**src/rtl/stack_seq_pkg.sv**
```systemverilog
// stack_seq_pkg: opcodes, FSM state encodings and the op legality rule for stack_seq.
package stack_seq_pkg;

  typedef logic [2:0] opcode_t;

  localparam opcode_t OP_NOP   = 3'd0;
  localparam opcode_t OP_PUSHI = 3'd1;
  localparam opcode_t OP_DROP  = 3'd2;
  localparam opcode_t OP_DUP   = 3'd3;
  localparam opcode_t OP_OVER  = 3'd4;
  localparam opcode_t OP_SWAP  = 3'd5;
  localparam opcode_t OP_ADD   = 3'd6;
  localparam opcode_t OP_SUB   = 3'd7;

  // State k is the k-th cycle after the accepting edge.
  localparam logic [1:0] S_IDLE = 2'd0;
  localparam logic [1:0] S_K1   = 2'd1;
  localparam logic [1:0] S_K2   = 2'd2;
  localparam logic [1:0] S_K3   = 2'd3;

  // Whether an op can run at the current entry count without over/underflow.
  function automatic logic op_legal(input opcode_t op, input int unsigned dep,
                                    input int unsigned cap, input logic arith_en);
    logic ok;
    ok = 1'b0;
    case (op)
      OP_NOP:         ok = 1'b1;
      OP_PUSHI:       ok = (dep < cap);
      OP_DROP:        ok = (dep >= 1);
      OP_DUP:         ok = (dep >= 1) && (dep < cap);
      OP_OVER:        ok = (dep >= 2) && (dep < cap);
      OP_SWAP:        ok = (dep >= 2);
      OP_ADD, OP_SUB: ok = arith_en && (dep >= 2);
      default:        ok = 1'b0;
    endcase
    return ok;
  endfunction

endpackage

```
**src/rtl/stack_seq_alu.sv**
```systemverilog
// stack_seq_alu: combinational N+T / N-T for the ADD and SUB sequences (modulo 2^WIDTH).
module stack_seq_alu #(
  parameter int unsigned WIDTH = 16
) (
  input  logic [WIDTH-1:0] n,
  input  logic [WIDTH-1:0] t,
  input  logic             sub,
  output logic [WIDTH-1:0] res_c
);

  assign res_c = sub ? (n - t) : (n + t);

endmodule

```
**src/rtl/stack_seq.sv**
```systemverilog
// stack_seq: accepts stack-machine ops and issues push/pop/load strobes to the operand stack.
// Build option STACK_SEQ_ARITH_EN enables ADD/SUB; without it opcodes 6/7 are rejected with err.
module stack_seq
  import stack_seq_pkg::*;
#(
  parameter int unsigned WIDTH = 16,
  parameter int unsigned DEPTH = 16
) (
  input  logic                         clk,
  input  logic                         reset,
  input  logic                         op_valid,
  output logic                         op_ready,
  input  logic [2:0]                   op_code,
  input  logic [WIDTH-1:0]             op_imm,
  input  logic [WIDTH-1:0]             qtop,
  input  logic [WIDTH-1:0]             qnext,
  output logic                         push,
  output logic                         pop,
  output logic                         load,
  output logic [WIDTH-1:0]             d,
  output logic                         done,
  output logic                         err,
  output logic [$clog2(DEPTH+1)-1:0]   depth
);

  localparam int unsigned DW = $clog2(DEPTH + 1);
`ifdef STACK_SEQ_ARITH_EN
  localparam logic ARITH_EN = 1'b1;
`else
  localparam logic ARITH_EN = 1'b0;
`endif

  logic [1:0]       state, state_nx;
  opcode_t          op_q, op_nx;
  logic [WIDTH-1:0] t_q, t_nx, n_q, n_nx;
  logic             push_nx, pop_nx, load_nx, done_nx, err_nx, ready_nx;
  logic [WIDTH-1:0] d_nx;
  logic [DW-1:0]    depth_nx;

`ifdef STACK_SEQ_ARITH_EN
  logic [WIDTH-1:0] alu_res_c;

  stack_seq_alu #(.WIDTH(WIDTH)) u_alu (
    .n     (n_q),
    .t     (t_q),
    .sub   (op_q == OP_SUB),
    .res_c (alu_res_c)
  );
`endif

  // State, latched operands and all registered outputs.
  always_ff @(posedge clk or negedge reset) begin
    if (!reset) begin
      state    <= S_IDLE;
      op_q     <= OP_NOP;
      t_q      <= '0;
      n_q      <= '0;
      push     <= 1'b0;
      pop      <= 1'b0;
      load     <= 1'b0;
      d        <= '0;
      done     <= 1'b0;
      err      <= 1'b0;
      depth    <= '0;
      op_ready <= 1'b0;
    end else begin
      state    <= state_nx;
      op_q     <= op_nx;
      t_q      <= t_nx;
      n_q      <= n_nx;
      push     <= push_nx;
      pop      <= pop_nx;
      load     <= load_nx;
      d        <= d_nx;
      done     <= done_nx;
      err      <= err_nx;
      depth    <= depth_nx;
      op_ready <= ready_nx;
    end
  end

  // Next state and next strobe/data values; strobes are set one edge ahead of their cycle.
  always_comb begin
    state_nx = state;
    op_nx    = op_q;
    t_nx     = t_q;
    n_nx     = n_q;
    push_nx  = 1'b0;
    pop_nx   = 1'b0;
    load_nx  = 1'b0;
    done_nx  = 1'b0;
    err_nx   = 1'b0;
    d_nx     = d;
    depth_nx = depth;

    if (push) begin
      depth_nx = depth + DW'(1);
    end else if (pop) begin
      depth_nx = depth - DW'(1);
    end

    case (state)
      S_IDLE: begin
        if (op_valid && op_ready) begin
          if (!op_legal(op_code, 32'(depth), DEPTH, ARITH_EN)) begin
            err_nx = 1'b1;
          end else begin
            op_nx    = op_code;
            t_nx     = qtop;
            n_nx     = qnext;
            state_nx = S_K1;
            case (op_code)
              OP_NOP:   done_nx = 1'b1;
              OP_PUSHI: begin push_nx = 1'b1; d_nx = op_imm; done_nx = 1'b1; end
              OP_DROP:  begin pop_nx  = 1'b1; done_nx = 1'b1; end
              OP_DUP:   begin push_nx = 1'b1; d_nx = qtop;   done_nx = 1'b1; end
              OP_OVER:  begin push_nx = 1'b1; d_nx = qnext;  done_nx = 1'b1; end
              default:  pop_nx = 1'b1;
            endcase
          end
        end
      end
      S_K1: begin
        state_nx = S_IDLE;
        if (op_q == OP_SWAP) begin
          load_nx  = 1'b1;
          d_nx     = t_q;
          state_nx = S_K2;
        end
`ifdef STACK_SEQ_ARITH_EN
        else if ((op_q == OP_ADD) || (op_q == OP_SUB)) begin
          load_nx  = 1'b1;
          d_nx     = alu_res_c;
          done_nx  = 1'b1;
          state_nx = S_K2;
        end
`endif
      end
      S_K2: begin
        state_nx = S_IDLE;
        if (op_q == OP_SWAP) begin
          push_nx  = 1'b1;
          d_nx     = n_q;
          done_nx  = 1'b1;
          state_nx = S_K3;
        end
      end
      default: state_nx = S_IDLE;
    endcase

    ready_nx = (state_nx == S_IDLE);
  end

endmodule

```
**config.mk**
```make
export PLATFORM = sky130hd
export DESIGN_NAME = stack_seq
export DESIGN_NICKNAME = d
export VERILOG_FILES = /design/src/rtl/stack_seq_pkg.sv /design/src/rtl/stack_seq_alu.sv /design/src/rtl/stack_seq.sv
export SDC_FILE = /design/constraint.sdc
export NUM_CORES = 1
export LEC_CHECK = 0
export BUFFER_PORTS_ARGS = -buffer_cell sky130_fd_sc_hd__buf_2
export CAP_MARGIN = 10
export CORE_AREA = 2 2 80 82
export CTS_CLUSTER_SIZE = 40
export DETAILED_ROUTE_END_ITERATION = 12
export DIE_AREA = 0 0 82 84
export PLACE_DENSITY_LB_ADDON = 0.2
export SLEW_MARGIN = 20
export SYNTH_ARGS = -nofsm -noshare
export SYNTH_HDL_FRONTEND = slang
export SYNTH_SLANG_ARGS = --single-unit
```
**constraint.sdc**
```tcl
create_clock -name clk -period 5.05 [get_ports clk]
set_input_delay 0 -clock clk [delete_from_list [all_inputs] [get_ports clk]]
set_output_delay 0 -clock clk [all_outputs]
set_load 0.05 [all_outputs]
```
After elaboration in Yosys (flattened, before gate mapping)
Index checks and enable logic that the tools add are counted.
{"block": "word_totals", "register_bits": 64, "ram_bits": 0, "latch_bits": 0, "rom_bits": 0, "mem_count": 0, "inputBits": 54, "out_inout_bits": 27, "word_cells": 79}
{"block": "op_classes", "n_reduce_logical": 14, "n_eq_ne": 15, "magnitude_cmp": 3, "mul": 0, "div": 0, "n_addsub": 2, "n_shift": 0, "mux": 33, "n_bitwise": 0}
{"op": "$pmux 16 s3", "n": 2}
{"op": "$mux 16", "n": 4}
{"op": "$mux 1", "n": 17}
{"op": "$eq 3x3->1 const B", "n": 5}
{"op": "$mux 5", "n": 2}
{"op": "$mux 2", "n": 4}
{"op": "$ne 2x2->1 const B", "n": 4}
{"op": "$pmux 1 s7", "n": 1}
{"op": "$eq 3x2->1 const B", "n": 2}
{"op": "$pmux 2 s3", "n": 1}
{"op": "$reduce_and 6->1", "n": 1}
{"op": "$add 5x1->5 const B", "n": 1}
{"op": "$ge 5x1->1 const B", "n": 1}
{"op": "$ge 5x2->1 const B", "n": 1}
{"op": "$lt 5x5->1 const B", "n": 1}
{"op": "$reduce_or 5->1", "n": 1}
{"op": "$sub 5x1->5 const B", "n": 1}
{"op": "$logic_not 2->1", "n": 2}
{"op": "$ne 4x1->1 const B", "n": 1}
{"op": "$pmux 1 s2", "n": 2}
{"op": "$reduce_or 4->1", "n": 1}
{"op": "$eq 3x1->1 const B", "n": 1}
{"op": "$logic_and 1x1->1", "n": 3}
{"op": "$logic_not 3->1", "n": 1}
{"op": "other kinds (7)", "n": 7}

Logic depth before layout (Yosys ltp)
Gate-level depths: netlist of the first run.
{"block": "depth", "word_depth": 9, "mapped_depth": 8, "mapped_depth_nobuf": 7}

Worst setup path after synthesis of the first run
No wires, ideal clock.
{"block": "synth_path", "path_type": "register -> register", "start": "reg depth[0]", "end": "reg d[10]", "arrival_time_ps": 2551, "n_path_buf": 1, "stages_incl_launch_ff": 8, "setup_ps": 125, "required_time_ps": 4925, "period_less_slack_ps": 2676, "path_slack_ps": 2374, "cell_sequence": "dfrtp_1 -> ha_1 -> nor3b_1 -> o32a_1 -> and2_4 -> a2111oi_4 -> buf_8 -> mux2_4"}
{"block": "synth_via", "elab_chain_len": 7, "elab_cells_between_ends": 10, "cone_classes": "order compare: 3; eq/ne: 1; mux: 3; reduce/logical: 3"}
{"element": "start, declared", "line_no": "stack_seq.sv:23", "rtl": "output logic [$clog2(DEPTH+1)-1:0] depth"}
{"element": "start signal, assigned", "line_no": "stack_seq.sv:77", "rtl": "depth <= depth_nx;"}
{"element": "$ge 5x2->1, or another cell as far along"}
{"element": "$logic_and 1x1->1 (on tied branches)", "line_no": "stack_seq_pkg.sv:31, stack_seq_pkg.sv:30"}
{"element": "$pmux 1 s7 *", "line_no": "stack_seq_pkg.sv:26", "rtl": "case (op)"}
{"element": "$mux 1 *", "line_no": "stack_seq.sv:104", "rtl": "if (op_valid && op_ready) begin"}
{"element": "$mux 1 *", "line_no": "stack_seq.sv:102", "rtl": "case (state)"}
{"element": "$ne 2x2->1 (no line) *"}
{"element": "$reduce_and 6->1 (no line) *"}
{"element": "end signal, assigned", "line_no": "stack_seq.sv:74", "rtl": "d <= d_nx;"}
{"element": "end, declared", "line_no": "stack_seq.sv:20", "rtl": "output logic [WIDTH-1:0] d,"}
Every way passes the cells marked *; elsewhere a longest branch is shown, timed or not. The select of a mux whose other input is x is not followed.
A chain may end at the register's enable or synchronous reset.

Worst setup path in the final report of the first run
{"block": "layout_path", "start": "reg depth[1]", "end": "reg d[9]"}
Same word-level chain as after synthesis.

==> results of run 1 <==
[worst reg2reg max path: stages, from the launching register on]
cell       delay (ns)
dfrtp_1          0.44
inv_1            0.12
ha_1             0.15
nor3b_1          0.05
o32a_1           0.34
and2_4           0.18
a2111oi_4        0.79
buf_4            0.33
mux2_4           0.32
[timing repair]
item                                   in CTS  in global routing
resized for setup                           0                  0
endpoints found under the hold margin      97                  0
hold buffers                               34                  0
[routing by layer]
metal  part of all wire [%]  global-route usage (%)  up-vias
met5                      0                       0        -
met4                    1.8                    12.1        0
met3                    5.4                    3.79       13
met2                     50                    38.6      111
met1                     42                    33.4     1288
li1                       -                       -     1221
[registers in the layout, indices dropped and copies added, names as in the netlist]
name,flops
d,16
t_q,16
err,1
pop,1
load,1
n_q,16
depth,5
op_ready,1
state,2
push,1
op_q,3
done,1
[power groups by stage]
stage	sequential, uW	clock, uW	combinational, uW
2_1_floorplan	1240	0	772
3_3_place_gp	919	0	1350
3_5_place_dp	930	0	1370
4_1_cts	923	494	1400
5_1_grt	960	522	1520
6_report	927	489	1420
[stage by stage]
step	setup WS [ns]	total power, uW
6_report	2.22	2830
5_1_grt	2.05	3010
3_3_place_gp	2.28	2270
3_5_place_dp	2.21	2300
4_1_cts	2.20	2810
2_1_floorplan	2.37	2010
[layout make-up]
class,count,area [um2]
clock buffers,12,155
clock inverters,3,65.1
fillers,460,1860
inverters,5,18.8
multi-input cells,178,1520
flip-flops and latches,64,1600
well taps,77,96.3
repair buffers,117,783
[how the worst min path moves through the flow]
stage	end	slack, ns	cells past startpoint
2_1_floorplan	d[0]	-0.30	0
3_3_place_gp	depth[2]	0.22	2
3_5_place_dp	depth[2]	0.23	2
4_1_cts	done	0.04	4
5_1_grt	pop	0.06	3
6_report	op_q[1]	0.05	2
[cell usage in the layout, fill, tap and decap left out, types with 2 or more instances in the layout]
| cell type | n |
|---|---|
| dlygate4sd3_1 | 34 |
| a21oi_1 | 32 |
| buf_2 | 80 |
| nand2_1 | 10 |
| buf_4 | 2 |
| ha_1 | 7 |
| mux2_2 | 40 |
| a221o_1 | 16 |
| a22oi_1 | 16 |
| dfrtp_1 | 64 |
| nor2_1 | 8 |
| o21ai_0 | 6 |
| xor2_1 | 2 |
| mux2_4 | 10 |
| xnor2_1 | 2 |
| nand3_1 | 2 |
| inv_1 | 5 |
| nor3_1 | 2 |
| and3b_2 | 2 |
| bufinv_16 | 2 |
| clkbuf_8 | 11 |
[logic make-up (layout without fill, tap and decap cells)]
group,after synthesis,after routing,synth area share (%)
flip-flops,64,64,49.7
multiplexers,51,51,18.9
adder cells (fa/ha/maj),7,7,2.72
buffers and inverters,23,137,3.49
AND/OR/NAND/NOR,34,34,5.82
AO/OA/AOI/OAI,82,82,18.3
XOR/XNOR,4,4,1.09
==> impl_metrics.json, run 1 <==
{
  "status": "completed",
  "path_clk_slew_ns": 0.07,
  "tightest_slew_ns": 1.09,
  "cp-endpoint": "d[9]",
  "rsz0062_at_grt": "false",
  "htreeDepth": 3,
  "dp.cells": 406,
  "cts_max_path_buffers": 2,
  "finalHoldViolations": 0,
  "synth_seq_cells": 64,
  "critical_path_class": "reg -> reg",
  "ir_worst_vdd_uv": 403,
  "slowest_stage": "a2111oi_4",
  "crit_start": "depth[1]",
  "hold_class": "in -> reg",
  "final-setup-viol-count": 0,
  "via_per_inst": 5.77,
  "drc": 0,
  "path_buf_inv": 2,
  "critPathMaxStageDelay_ns": 0.79,
  "cts_buffers": 9,
  "via_count": 2633,
  "synth_top_area_share_pct": 49.7,
  "synth_edf_count": 0,
  "layout.cells.non_filler": 456,
  "grt_max_degree": 65,
  "drt-total-wl_um": 8070,
  "arrival_ns": 3.04,
  "leakage_uw": 0.00195,
  "firstDrtPassIters": 4,
  "cp_cell_sequence": "inv_1, ha_1, nor3b_1, o32a_1, and2_4, a2111oi_4, buf_4, mux2_4",
  "yosys_warnings": 0,
  "finClkSkew_ns": 0.00873,
  "postLayoutCellArea_um2": 4240,
  "syn_area_um2": 3220,
  "pin_count": 81,
  "yosysUniqueCellTypes": 41,
  "synth_area_leaders": "dfrtp_1 (50%), mux2_2 (14%), a21oi_1 (5.0%)",
  "drt-initial-drc-count": 172,
  "cts_sinks": 64,
  "root_buffer": "clkbuf_8",
  "tritoncts": "done",
  "nets": 436,
  "syn_inst": 265,
  "antenna_cells": 0,
  "area_delta_synth_final_pct": 31.5,
  "grt_pass1_vias": 2702,
  "fin_crit_ns": 2.83,
  "antenna_found_initial": 0,
  "timing.hold.ws_ns": 0.0465,
  "post_dp_cell_area_um2": 3650,
  "ant_nets": 0,
  "die-area_um2": 6890,
  "fin_util_pct": 69.6,
  "grt_pass1_wl_um": 13000,
  "max_freq_mhz": 354,
  "fin_tns_setup_ns": 0,
  "max_cap_viol_count": 0,
  "timing.rr.start": "depth[1]",
  "synth.largest_area_cell": "dfrtp_1",
  "die_y_um": 84,
  "synth-async-reset-ratio_pct": 100,
  "seq_area_frac_synth_pct": 49.7,
  "coreArea_um2": 6100,
  "core.rowCount": 29,
  "rr_endpoint": "d[9]",
  "critPathMaxFanout": 9,
  "path_delay_family": "compound AO/OA/AOI/OAI gates",
  "wl_per_cell_um": 17.7,
  "yosysMostFrequentCell": "dfrtp_1",
  "pwr-share-comb_pct": 50.0,
  "synth_commonest_cells": "dfrtp_1 (64), mux2_2 (40), a21oi_1 (32)",
  "min_period_over_period_pct": 56.0,
  "clkPwrFrac_pct": 17.3,
  "avgSynthCellArea_um2": 12.2,
  "switching_share_pct": 40.9,
  "relSlewSlack_pct": 27.4,
  "power_density_nw_per_um2": 668,
  "cp.required_ns": 5.26,
  "power_switching_uw": 1160,
  "dp_hpwl_um": 4840,
  "syn_nets": 326,
  "die_width_um": 82,
  "min-delay-start": "op_code[1]",
  "io_buffers": 80,
  "synth_ff_type": "dfrtp_1",
  "clkLatencyLatePin_ns": 0.33,
  "r2r_setup_slack_ns": 2.22,
  "worstSetupStartpointType": "flop",
  "gp_congestion": 0.777,
  "p_seq_share_pct": 32.7,
  "cp-end-kind": "flop",
  "p_int_uw": 1670,
  "slew_viol_final": 0,
  "grt_usage_pct": 24.8,
  "drive_above_1_share_pct": 41.4,
  "start_util_pct": 52.9,
  "grt-ovfl-total": 0,
  "cp.depth": 8,
  "cts_setup_buffers": 0,
  "r2r_cells": 8
}
(Power assumes the default switching activity.)
==> run 2: changes to the inputs <==
ABC_AREA = 1   (was unset)
CORE_AREA = 2 2 83 85   (was 2 2 80 82)
DIE_AREA = 0 0 85 87   (was 0 0 82 84)
clock period = 2.7 ns   (was 5.05 ns; I/O delays follow)
==> impl_metrics.json, run 2 <==
{
  "fin_tns_setup_ns": 0,
  "start_util_pct": 50.5,
  "hold_end": "push",
  "area_delta_synth_final_pct": 32.2,
  "finClkSkew_ns": 0.00772,
  "drt-initial-drc-count": 218,
  "dp_hpwl_um": 5770,
  "arrival_ns": 2.35,
  "cts_sinks": 64,
  "grt_pass1_vias": 3229,
  "nFillCells": 542,
  "min_period_over_period_pct": 79.0,
  "synth-async-reset-ratio_pct": 100,
  "synth_commonest_cells": "nand2_1 (119), dfrtp_1 (64), inv_1 (35)",
  "timing.rr.start": "depth[1]",
  "ant_nets": 0,
  "ir_worst_vdd_uv": 757,
  "yosysUniqueCellTypes": 32,
  "rr_endpoint": "d[15]",
  "holdPathStages": 3,
  "finalHoldViolations": 0,
  "yosysMostFrequentCell": "nand2_1",
  "grt_max_degree": 60,
  "cts_setup_buffers": 0,
  "clkLatencyLatePin_ns": 0.35,
  "via_count": 3203,
  "synth_top_area_share_pct": 48.3,
  "io_buffers": 80,
  "power_uw": 5380,
  "via_per_inst": 5.32,
  "tritoncts": "done",
  "die_width_um": 85,
  "gp_congestion": 0.847,
  "syn_area_um2": 3320,
  "r2r_setup_slack_ns": 0.57,
  "root_buffer": "clkbuf_8",
  "cpMostUsedCell": "nand2_1",
  "core.rowCount": 30,
  "r2r_cells": 13,
  "status": "completed",
  "pin_count": 81,
  "postLayoutCellArea_um2": 4380,
  "slew_viol_final": 0,
  "grt_pass1_wl_um": 14800,
  "critical_path_class": "reg -> reg",
  "synth.largest_area_cell": "dfrtp_1",
  "worstSetupStartpointType": "flop",
  "syn_inst": 403,
  "cts_max_path_buffers": 2,
  "dp.cells": 551,
  "antenna_cells": 0,
  "post_dp_cell_area_um2": 3790,
  "rsz0062_at_grt": "false",
  "cp_cell_sequence": "inv_1, ha_1, inv_1, nand3_1, nand2_1, nand2_1, nand3_2, nand3_1, nand2_1, inv_2, nand2_1, nand2_1, o21ai_1",
  "power_density_nw_per_um2": 1230,
  "path_delay_family": "simple AND/OR/NAND/NOR gates",
  "cts_resized": 0,
  "relSlewSlack_pct": 43.5,
  "hold_class": "in -> reg",
  "yosys_warnings": 0,
  "slowest_stage": "dfrtp_1",
  "drt-total-wl_um": 8990,
  "cts_buffers": 9,
  "tightest_slew_ns": 0.847,
  "cp.required_ns": 2.91,
  "avgSynthCellArea_um2": 8.23,
  "critPathMaxStageDelay_ns": 0.41,
  "grt-ovfl-total": 0,
  "coreArea_um2": 6570,
  "largest_registers": "d: 16 flops, n_q: 16 flops, t_q: 16 flops",
  "synth_ff_type": "dfrtp_1",
  "antenna_found_initial": 0,
  "htreeDepth": 3,
  "nets": 578,
  "grt_usage_pct": 25.6,
  "fin_crit_ns": 2.13,
  "die-area_um2": 7400,
  "max_freq_mhz": 469,
  "layout_commonest_cell": "nand2_1",
  "die_y_um": 87,
  "final-setup-viol-count": 0,
  "max_cap_viol_count": 0,
  "min-delay-start": "op_code[2]",
  "seq_area_frac_synth_pct": 48.3,
  "drc": 0,
  "synth_edf_count": 0,
  "final_cell_mix": "nand2_1 (119), buf_2 (80), dfrtp_1 (64)",
  "path_clk_slew_ns": 0.07,
  "synth_area_leaders": "dfrtp_1 (48%), nand2_1 (13%), nand3_1 (4.8%)",
  "critPathMaxFanout": 20,
  "path_buf_inv": 3,
  "drive_above_1_share_pct": 23.2,
  "wl_per_cell_um": 14.9,
  "holdBufCountCts": 35,
  "syn_nets": 464,
  "firstDrtPassIters": 5,
  "layout.cells.non_filler": 602,
  "cp-end-kind": "flop",
  "synth_seq_cells": 64,
  "timing.hold.ws_ns": 0.0106,
  "leakage_uw": 0.00232
}
==> run 2: metal layers <==
metal  GRT usage [%]  wire [um]  vias to the layer above
li1                -          -                     1569
met1            33.0       3930                     1498
met2            42.0       4300                      121
met3            5.12        600                       15
met4            11.4        153                        0
met5               0          0                        -
==> run 2: area by class of cell <==
cell class | instances | area, um2 | share of cell area [%]
sequential | 64 | 1600 | 36.6
multi-input combinational | 281 | 1470 | 33.5
clock buffer | 11 | 141 | 3.23
timing repair buffer | 123 | 823 | 18.8
clock inverter | 5 | 104 | 2.37
inverter | 38 | 145 | 3.31
tap | 80 | 100 | 2.28
==> run 2: worst max path at each step <==
stage	end	cells past startpoint	start
after detailed placement	d[15]	13	depth[1]
after CTS	d[15]	13	depth[1]
after floorplan	n_q[4]	11	depth[1]
after global routing	d[13]	13	depth[1]
final	d[15]	13	depth[1]
after global placement	d[12]	13	depth[1]
==> run 2: worst reg2reg max path, delay by kind of cell (launching register included) <==
kind | cells | cell delay (ns)
AO/OA/AOI/OAI | 1 | 0.08
buffers and inverters | 3 | 0.34
adder cells (fa/ha/maj) | 1 | 0.16
flip-flops | 1 | 0.41
AND/OR/NAND/NOR | 8 | 1.00
==> run 2: where the power goes <==
part | total [uW] | switching (uW) | internal (uW)
registers | 1660 | 264 | 1390
clock network | 1020 | 380 | 639
logic | 2710 | 1850 | 859
total | 5380 | 2490 | 2890
==> run 2: kinds of logic after synthesis <==
kind of cell / after synthesis / synth area share (%)
AO/OA/AOI/OAI: 86 / 16.2
adder cells (fa/ha/maj): 7 / 2.64
XOR/XNOR: 4 / 1.06
AND/OR/NAND/NOR: 184 / 24.4
flip-flops: 64 / 48.3
buffers and inverters: 58 / 7.47
==> run 2: stage by stage <==
step | util (%) | worst slack, ns
3_3_place_gp | 57.6 | 0.654
2_1_floorplan | - | 0.764
3_5_place_dp | 57.6 | 0.560
4_1_cts | 66.7 | 0.549
6_report | 66.7 | 0.567
5_1_grt | 66.7 | 0.232
